### src/rtl/conv_pkg.sv
// ============================================================================
// Module  : conv_pkg
// Purpose : Shared widths, FSM encoding, tap geometry and the tap packing
//           helper for the 3x3 convolution scheduler.
// Revision: 1.0
// ============================================================================
`default_nettype none

package conv_pkg;

    localparam int DW_DEF   = 16;
    localparam int PW_DEF   = 32;
    localparam int SW_DEF   = 36;

    localparam int TAP_ROWS = 3;
    localparam int TAP_COLS = 3;
    localparam int NUM_TAPS = TAP_ROWS * TAP_COLS;

    typedef enum logic [1:0] {
        ST_IDLE  = 2'd0,
        ST_RUN   = 2'd1,
        ST_DRAIN = 2'd2
    } state_t;

    // Zero-based tap k occupies [tap_lo(k,w) +: w] of a flat tap bus.
    function automatic int tap_lo(input int k, input int w);
        return k * w;
    endfunction

endpackage

`default_nettype wire

### src/rtl/conv_line_buffer.sv
// ============================================================================
// Module  : conv_line_buffer
// Purpose : DEPTH-entry shift buffer; dout is the value shifted in DEPTH
//           enabled cycles earlier (one image row of delay).
// Revision: 1.0
// ============================================================================
`default_nettype none

module conv_line_buffer #(
    parameter int DEPTH = 8,
    parameter int DW    = 16
) (
    input  logic          clk,
    input  logic          rst,
    input  logic          shift_en,
    input  logic [DW-1:0] din,
    output logic [DW-1:0] dout
);

    logic [DW-1:0] r_mem [DEPTH];

    always_ff @(posedge clk or posedge rst) begin
        if (rst) begin
            for (int i = 0; i < DEPTH; i++) r_mem[i] <= '0;
        end else if (shift_en) begin
            r_mem[0] <= din;
            for (int i = 1; i < DEPTH; i++) r_mem[i] <= r_mem[i-1];
        end
    end

    assign dout = r_mem[DEPTH-1];

endmodule

`default_nettype wire

### src/rtl/conv3x3_scheduler.sv
// ============================================================================
// Module  : conv3x3_scheduler
// Purpose : Builds 3x3 windows from a raster stream, feeds the external
//           nine-lane multiplier layer and sums its products per window.
//           Optional macro CONV_SAT_EN saturates the sum at 2^32-1.
// Revision: 1.0
// ============================================================================
`default_nettype none

module conv3x3_scheduler
    import conv_pkg::*;
#(
    parameter int IMG_W = 8,
    parameter int IMG_H = 8,
    parameter int DW    = DW_DEF,
    parameter int PW    = PW_DEF,
    parameter int SW    = SW_DEF
) (
    input  logic                   clk,
    input  logic                   rst,
    input  logic                   start,
    input  logic                   w_we,
    input  logic [3:0]             w_addr,
    input  logic [DW-1:0]          w_data,
    input  logic                   in_valid,
    output logic                   in_ready,
    input  logic [DW-1:0]          in_data,
    output logic [NUM_TAPS*DW-1:0] win_flat,
    output logic [NUM_TAPS*DW-1:0] wt_flat,
    input  logic [NUM_TAPS*PW-1:0] prod_flat,
    output logic                   out_valid,
    input  logic                   out_ready,
    output logic [SW-1:0]          out_data,
    output logic                   busy,
    output logic                   frame_done
);

    localparam int CW = $clog2(IMG_W);
    localparam int RW = $clog2(IMG_H);
    localparam logic [CW-1:0] C_COL_LAST = CW'(IMG_W - 1);
    localparam logic [RW-1:0] C_ROW_LAST = RW'(IMG_H - 1);

    state_t        r_state, w_state_nxt;
    logic [CW-1:0] r_col;
    logic [RW-1:0] r_row;

    logic [DW-1:0] r_wt      [NUM_TAPS];
    logic [DW-1:0] r_win     [NUM_TAPS];
    logic [DW-1:0] w_win_nxt [NUM_TAPS];
    logic [DW-1:0] r_hist    [TAP_ROWS][2];
    logic [DW-1:0] w_col_now [TAP_ROWS];
    logic [DW-1:0] w_lb0_out, w_lb1_out;

    logic          r_s1_valid, r_s2_valid;
    logic [SW-1:0] r_sum, w_sum_raw, w_sum;
    logic          w_s2_free, w_s1_adv, w_accept, w_win_done, w_last_px;

    assign w_s2_free  = !r_s2_valid || out_ready;
    assign w_s1_adv   = r_s1_valid && w_s2_free;
    assign in_ready   = (r_state == ST_RUN) && (!r_s1_valid || w_s2_free);
    assign w_accept   = in_valid && in_ready;
    assign w_win_done = (r_row >= RW'(2)) && (r_col >= CW'(2));
    assign w_last_px  = (r_col == C_COL_LAST) && (r_row == C_ROW_LAST);

    conv_line_buffer #(.DEPTH(IMG_W), .DW(DW)) u_lb0 (
        .clk      (clk),
        .rst      (rst),
        .shift_en (w_accept),
        .din      (in_data),
        .dout     (w_lb0_out)
    );

    conv_line_buffer #(.DEPTH(IMG_W), .DW(DW)) u_lb1 (
        .clk      (clk),
        .rst      (rst),
        .shift_en (w_accept),
        .din      (w_lb0_out),
        .dout     (w_lb1_out)
    );

    // Row 0 is the oldest row; within a row the oldest column comes first.
    always_comb begin
        w_col_now[0] = w_lb1_out;
        w_col_now[1] = w_lb0_out;
        w_col_now[2] = in_data;
        for (int r = 0; r < TAP_ROWS; r++) begin
            w_win_nxt[r*TAP_COLS + 0] = r_hist[r][1];
            w_win_nxt[r*TAP_COLS + 1] = r_hist[r][0];
            w_win_nxt[r*TAP_COLS + 2] = w_col_now[r];
        end
    end

    always_comb begin
        w_state_nxt = r_state;
        frame_done  = 1'b0;
        case (r_state)
            ST_IDLE:  if (start) w_state_nxt = ST_RUN;
            ST_RUN:   if (w_accept && w_last_px) w_state_nxt = ST_DRAIN;
            ST_DRAIN: begin
                if (!r_s1_valid && !r_s2_valid) begin
                    w_state_nxt = ST_IDLE;
                    frame_done  = 1'b1;
                end
            end
            default:  w_state_nxt = ST_IDLE;
        endcase
    end

    always_ff @(posedge clk or posedge rst) begin
        if (rst) begin
            r_state <= ST_IDLE;
            r_col   <= '0;
            r_row   <= '0;
            for (int k = 0; k < NUM_TAPS; k++) r_wt[k] <= '0;
        end else begin
            r_state <= w_state_nxt;
            if (r_state == ST_IDLE) begin
                if (start) begin
                    r_col <= '0;
                    r_row <= '0;
                end
                if (w_we && (w_addr < 4'(NUM_TAPS))) r_wt[w_addr] <= w_data;
            end else if (w_accept) begin
                if (r_col == C_COL_LAST) begin
                    r_col <= '0;
                    r_row <= r_row + RW'(1);
                end else begin
                    r_col <= r_col + CW'(1);
                end
            end
        end
    end

    always_ff @(posedge clk or posedge rst) begin
        if (rst) begin
            r_s1_valid <= 1'b0;
            for (int k = 0; k < NUM_TAPS; k++) r_win[k] <= '0;
            for (int r = 0; r < TAP_ROWS; r++) begin
                r_hist[r][0] <= '0;
                r_hist[r][1] <= '0;
            end
        end else if (w_accept) begin
            for (int r = 0; r < TAP_ROWS; r++) begin
                r_hist[r][1] <= r_hist[r][0];
                r_hist[r][0] <= w_col_now[r];
            end
            // Accept implies S1 is empty or moving into S2 this same edge.
            r_s1_valid <= w_win_done;
            if (w_win_done) begin
                for (int k = 0; k < NUM_TAPS; k++) r_win[k] <= w_win_nxt[k];
            end
        end else if (w_s1_adv) begin
            r_s1_valid <= 1'b0;
        end
    end

    always_comb begin
        w_sum_raw = '0;
        for (int k = 0; k < NUM_TAPS; k++) begin
            w_sum_raw = w_sum_raw + SW'(prod_flat[tap_lo(k, PW) +: PW]);
        end
    end

`ifdef CONV_SAT_EN
    assign w_sum = (|w_sum_raw[SW-1:PW]) ? SW'({PW{1'b1}}) : w_sum_raw;
`else
    assign w_sum = w_sum_raw;
`endif

    always_ff @(posedge clk or posedge rst) begin
        if (rst) begin
            r_s2_valid <= 1'b0;
            r_sum      <= '0;
        end else if (w_s1_adv) begin
            r_s2_valid <= 1'b1;
            r_sum      <= w_sum;
        end else if (out_ready) begin
            r_s2_valid <= 1'b0;
        end
    end

    for (genvar g = 0; g < NUM_TAPS; g++) begin : g_pack
        assign win_flat[tap_lo(g, DW) +: DW] = r_win[g];
        assign wt_flat[tap_lo(g, DW) +: DW]  = r_wt[g];
    end

    assign out_valid = r_s2_valid;
    assign out_data  = r_sum;
    assign busy      = (r_state != ST_IDLE);

endmodule

`default_nettype wire

### config.mk
export PLATFORM = sky130hd
export DESIGN_NAME = conv3x3_scheduler
export DESIGN_NICKNAME = d
export VERILOG_FILES = /design/src/rtl/conv_pkg.sv /design/src/rtl/conv_line_buffer.sv /design/src/rtl/conv3x3_scheduler.sv
export SDC_FILE = /design/constraint.sdc
export NUM_CORES = 2
export LEC_CHECK = 0
export BUFFER_PORTS_ARGS = -buffer_cell sky130_fd_sc_hd__buf_4
export CAP_MARGIN = 25
export CORE_AREA = 2 2 254 256
export CTS_CLUSTER_DIAMETER = 80
export DETAILED_ROUTE_END_ITERATION = 8
export DIE_AREA = 0 0 256 258
export PLACE_DENSITY = 0.71
export SLEW_MARGIN = 20
export SYNTH_ARGS = -nofsm -noshare
export SYNTH_HDL_FRONTEND = slang
export SYNTH_SLANG_ARGS = --single-unit
### constraint.sdc
create_clock -name clk -period 23.9 [get_ports clk]
set_input_delay 3.585 -clock clk [delete_from_list [all_inputs] [get_ports clk]]
set_output_delay 3.585 -clock clk [all_outputs]
set_load 0.05 [all_outputs]
# Word level (Yosys, flattened, before mapping)
# Cells that the tools add are included.
classes:
  muxes: 20
  n_addsub: 10
  bitwise_logic: 1
  n_lt_le_gt_ge: 5
  n_eq_ne: 7
  n_reduce_logical: 24
ops:
  columns: ["cell", "count"]
  rows:
  - ["$add 36x32->36", 4]
  - ["$bwmux 144", 1]
  - ["$demux 16 s4", 1]
  - ["$add 35x32->36", 1]
  - ["$add 34x32->35", 1]
  - ["$add 33x32->34", 1]
  - ["$add 32x32->33", 1]
  - ["$mux 3", 7]
  - ["$mux 16", 1]
  - ["$reduce_bool 2->1", 5]
  - ["$logic_and 1x1->1", 9]
  - ["$add 3x1->3 const B", 2]
  - ["$eq 3x3->1 const B", 2]
  - ["$ge 3x2->1 const B", 2]
  - ["$mux 1", 6]
  - ["$mux 2", 3]
  - ["$pmux 2 s3", 1]
  - ["$reduce_and 2->1", 3]
  - ["$reduce_and 3->1", 2]
  - ["$ge 5x5->1 const B", 1]
  - ["$lt 5x1->1 const B", 1]
  - ["$not 4->5", 1]
  - ["$lt 4x4->1 const B", 1]
  - ["$ne 2x2->1 const B", 2]
  - ["other kinds (6)", 8]
totals:
  output_inout_bits: 328
  input_bits: 330
  elab_cells: 109
  regBits: 622

# Logic depth before layout (Yosys ltp)
depth:
  depth_word: 8
  ltp_mapped: 18

# Cells and area by module
# Synthesis repeated with hierarchy kept, for this count alone.
hier_totals:
  hier_cells: 2544
  hier_area_um2: 33378.3
modules_own_cells:
  columns: ["module", "cells_per_inst", "seq_area_each_um2", "area_each_um2", "n_inst"]
  rows:
  - ["conv3x3_scheduler", 1970, 10760.3, 23486.3, 1]
  - ["conv_line_buffer", 287, 3203.1, 4946.0, 2]

# Worst setup path before layout
# OpenSTA, ideal clock, no wires.
synth_timing:
  kind: "input -> register"
  from: "input prod_flat[3]"
  to: "register r_sum[33] (netlist: out_data[33])"
  path_buffers: 0
  arrival_ps: 7607
  path_stages: 16
  slack_ps: 16162
  path_cell_list: "inv_1 > fa_1 > inv_1 > fa_1 > fa_1 > inv_1 > fa_1 > inv_1 > ha_1 > a211oi_1 > o211a_1 > o2111ai_1 > and2_1 > a2111oi_4 > a2111o_1 > o211ai_1"
synth_between:
  elab_chain_len: 8
synth_rtl:
  columns: ["element", "line_no", "source"]
  rows:
  - ["start, declared", "conv3x3_scheduler.sv:30", "input logic [NUM_TAPS*PW-1:0] prod_flat,"]
  - ["$add 32x32->33", "conv3x3_scheduler.sv:160", "w_sum_raw = w_sum_raw + SW'(prod_flat[tap_lo(k, PW) +: PW]);"]
  - ["$add 33x32->34", "conv3x3_scheduler.sv:160", null]
  - ["$add 34x32->35", "conv3x3_scheduler.sv:160", null]
  - ["$add 35x32->36", "conv3x3_scheduler.sv:160", null]
  - ["$add 36x32->36 (4 in series)", "conv3x3_scheduler.sv:160", null]
  - ["end signal, assigned", "conv3x3_scheduler.sv:176", "r_sum <= w_sum;"]
  - ["end, declared", "conv3x3_scheduler.sv:55", "logic [SW-1:0] r_sum, w_sum_raw, w_sum;"]
# No other way between the ends.
# A chain may end at the register's enable or synchronous reset.

# Worst setup path after layout
layout_timing:
  from: "input out_ready"
  to: "output in_ready"
layout_between:
  elab_chain_len: 3
layout_rtl:
  columns: ["element", "line_no", "source"]
  rows:
  - ["start, declared", "conv3x3_scheduler.sv:32", "input logic out_ready,"]
  - ["$logic_or 1x1->1", "conv3x3_scheduler.sv:58", "assign w_s2_free = !r_s2_valid || out_ready;"]
  - ["$logic_or 1x1->1", "conv3x3_scheduler.sv:60", "assign in_ready = (r_state == ST_RUN) && (!r_s1_valid || w_s2_free);"]
  - ["$logic_and 1x1->1", "conv3x3_scheduler.sv:60", null]
  - ["end, declared", "conv3x3_scheduler.sv:26", "output logic in_ready,"]
# No other way between the ends.

==> metrics.yaml <==
logic_synthesis:
  synth_fp_nets: 3381
  synth.yosys.seq_area_share: 0.508
  synth_edf_count: 0
  avg_inst_size_synth_sq_um: 11.0
  share_of_synthesized_registers_carrying_an_async_set_or_reset: 1.00
  yosys.cell_types.count: 64
  yosys-top-cells-count: "nand2_1, dfrtp_1, inv_1"
  synth_cells: 2786
  yosys.cell_count.top_type: "nand2_1"
  synth.yosys.warnings: 0
  synth_seq_cells: 622
  top_area_cells_in_the_synthesized_netlist: "dfrtp_1, fa_1, nand2_1"
  syn-cell-area_sq_mm: 0.0306
  ys.flop_type: "dfrtp_1"
  synth.top_cell.area_share: 0.508
  synth_area_leader_cell: "dfrtp_1"
setup_path:
  crit_chain: "buf_4 -> nor2b_1 -> a21oi_2 -> buf_4"
  cp_data_arrival_time_ns: 4.32
  cp_max_stage_delay_ns: 0.32
  crit_path_top_delay_cell: "a21oi_2"
  worstSetupPathType: "in -> out"
  cp_top_family: "buffers and inverters"
  critical_path.max_fanout: 3
  crit_top_cell: "buf_4"
  worst_setup_path_start_kind: "input port"
  critPathRequiredTime_ns: 20.32
  critPathCaptureType: "output pin"
  path_buf_inv: 2
layout:
  layout.nets: 4021
  flow.area_growth_from_synthesis_pct: 26.5
  fill_cells: 5271
  final_layout_size_suffix_gt1_frac: 0.313
drt:
  drt.antenna.violating_nets: 0
  wirelength_um: 76600
  routed_wire_length_per_instance_um: 17.7
  detailroute.via_count: 21299
  drc_errors: 0
  drtIter0Drc: 1295
  route.detailed.vias_per_inst: 4.92
  drtPass1Iterations: 5
clocking:
  cts-root-buf: "clkbuf_16"
  clk_latency_ns: 0.59
  post_cts_buffers: 0
  cts.path.max_buffers: 3
  cts_made_buffers: 66
  postCtsHoldBufs: 0
  htree_depth: 3
  cts_repair_resize_count: 0
  clkTransAtPathRegs_ns: 0.06
  clock_sink_count: 622
  tritoncts: "yes"
floorplan:
  initial_core_util: 0.481
  pin_count: 658
  floorplan.rows: 93
  die_w_um: 256
  die_area_sq_mm: 0.0660
  core-area_sq_mm: 0.0636
  die_height_um: 258
power_and_ir_drop:
  worst_ir_drop_vdd_mv: 0.132
  total_power_uw: 4850
  static-leakage-power_uw: 0.0213
  pwr_density_cell_mw_per_mm2: 125
sta:
  max_slew.worst_pin.slew_ns: 1.10
  post-route-period-util: 0.331
  summed_negative_setup_slack_over_all_endpoints_ns: 0
  slew_viol_final: 0
  post-route-min-period_ns: 7.90
  finalSetupViolCount: 0
  rsz0062_at_grt: "no"
  hold_viol: 0
  finClkSkew_ns: 0.0215
  maxSlewHeadroom: 0.268
  worst_slack_ns: 16.00
  achievable-frequency_mhz: 127
placement:
  placement.setup.worst_slack_ns: 15.61
  finalWeightedCongestion: 0.957
  place.port_buffers: 657
  detailedPlacementHpwl_um: 56200
job:
  number_of_violations_of_the_max_capacitance_limit: 0
min_path:
  timing.hold.worst.class: "reg -> reg"
global_routing:
  grt_max_degree: 233
  grt_usage: 0.236
  first_global_vias: 22045
  grt_first_pass_wirelength_um: 122000
  global_route.overflow_total: 0
  number_of_antenna_violations_at_the_first_check_in_global_routing: 1
status:
  run_status: "complete, no violations"
## tightest hold or removal path: cells and delay by family (launching register included)
family	cells	cell delay (ns)
flip-flops	1	0.34
AND/OR/NAND/NOR	2	0.09
## logic make-up (layout without fill, tap and decap cells)
kind of cell,after synthesis,count (layout),synth area share
adder cells (fa/ha/maj),265,265,0.163
AND/OR/NAND/NOR,1026,1026,0.131
flip-flops,622,622,0.508
buffers and inverters,416,1106,0.0533
other,0,1,0
multiplexers,291,291,0.107
XOR/XNOR,23,23,0.00658
AO/OA/AOI/OAI,143,143,0.0318
## per-layer routing
layer  wire length [um]  global-route usage
met1              32300               0.309
met2              37200               0.386
met3               4400              0.0589
met4               2600              0.0778
met5                  0                   0
## cell type report
| class | count | area, sq um | area share |
|---|---|---|---|
| sequential | 622 | 15600 | 0.402 |
| multi-input combinational | 1748 | 13500 | 0.348 |
| timing repair buffer | 681 | 5200 | 0.134 |
| clock buffer | 96 | 2000 | 0.0516 |
| inverter | 307 | 1160 | 0.0299 |
| tap | 855 | 1070 | 0.0276 |
| clock inverter | 22 | 280 | 0.00723 |
| antenna | 1 | 2.50 | 0.0000646 |
## per-stage QoR
stage | instances | hold WS, ns | utilization | cell area (sq um)
after global placement | 4209 | 0.446 | 0.571 | 36400
final | 4332 | 0.457 | 0.609 | 38700
after floorplan | 2786 | 0.439 | - | 30600
after global routing | 4332 | 0.472 | 0.609 | 38700
after CTS | 4328 | 0.462 | 0.607 | 38700
after detailed placement | 4210 | 0.448 | 0.572 | 36400
## registers in the layout (all words and copies together) (netlist names)
name	cells
r_col	3
r_state	2
u_lb0.r_mem	96
u_lb1.dout	16
win_flat	144
r_s1_valid	1
u_lb0.dout	16
u_lb1.r_mem	112
wt_flat	144
r_row	3
out_data	36
out_valid	1
r_hist	48
## report_power, final
group / switching (uW) / total [uW] / internal [uW]
sequential: 153 / 1440 / 1290
combinational: 1470 / 2340 / 864
clock: 420 / 1070 / 647
## placed cells by master (no fill, tap or decap), drive strengths merged, types with 12 or more instances in the layout
master	count
nand2	933
buf	681
dfrtp	622
inv	311
mux2	290
fa	222
clkbuf	96
ha	43
o21ai	43
a21oi	39
nor2	27
nand3	20
a21o	13
xnor2	12
nand4	12
## final timing paths
kind	startpoint	endpoint	slack (ns)	cells past startpoint
worst max-delay path	out_ready	in_ready	16.00	4
worst min-delay path	u_lb0.r_mem[60]	u_lb0.r_mem[44]	0.46	2
worst max register to register	out_valid	u_lb1.r_mem[106]	20.48	7
worst min register to register	u_lb0.r_mem[60]	u_lb0.r_mem[44]	0.46	2
max in group asynchronous	rst	win_flat[77]	18.51	4
min in group asynchronous	rst	out_data[2]	3.16	2
No activity file was read; power rests on OpenSTA's default activity.
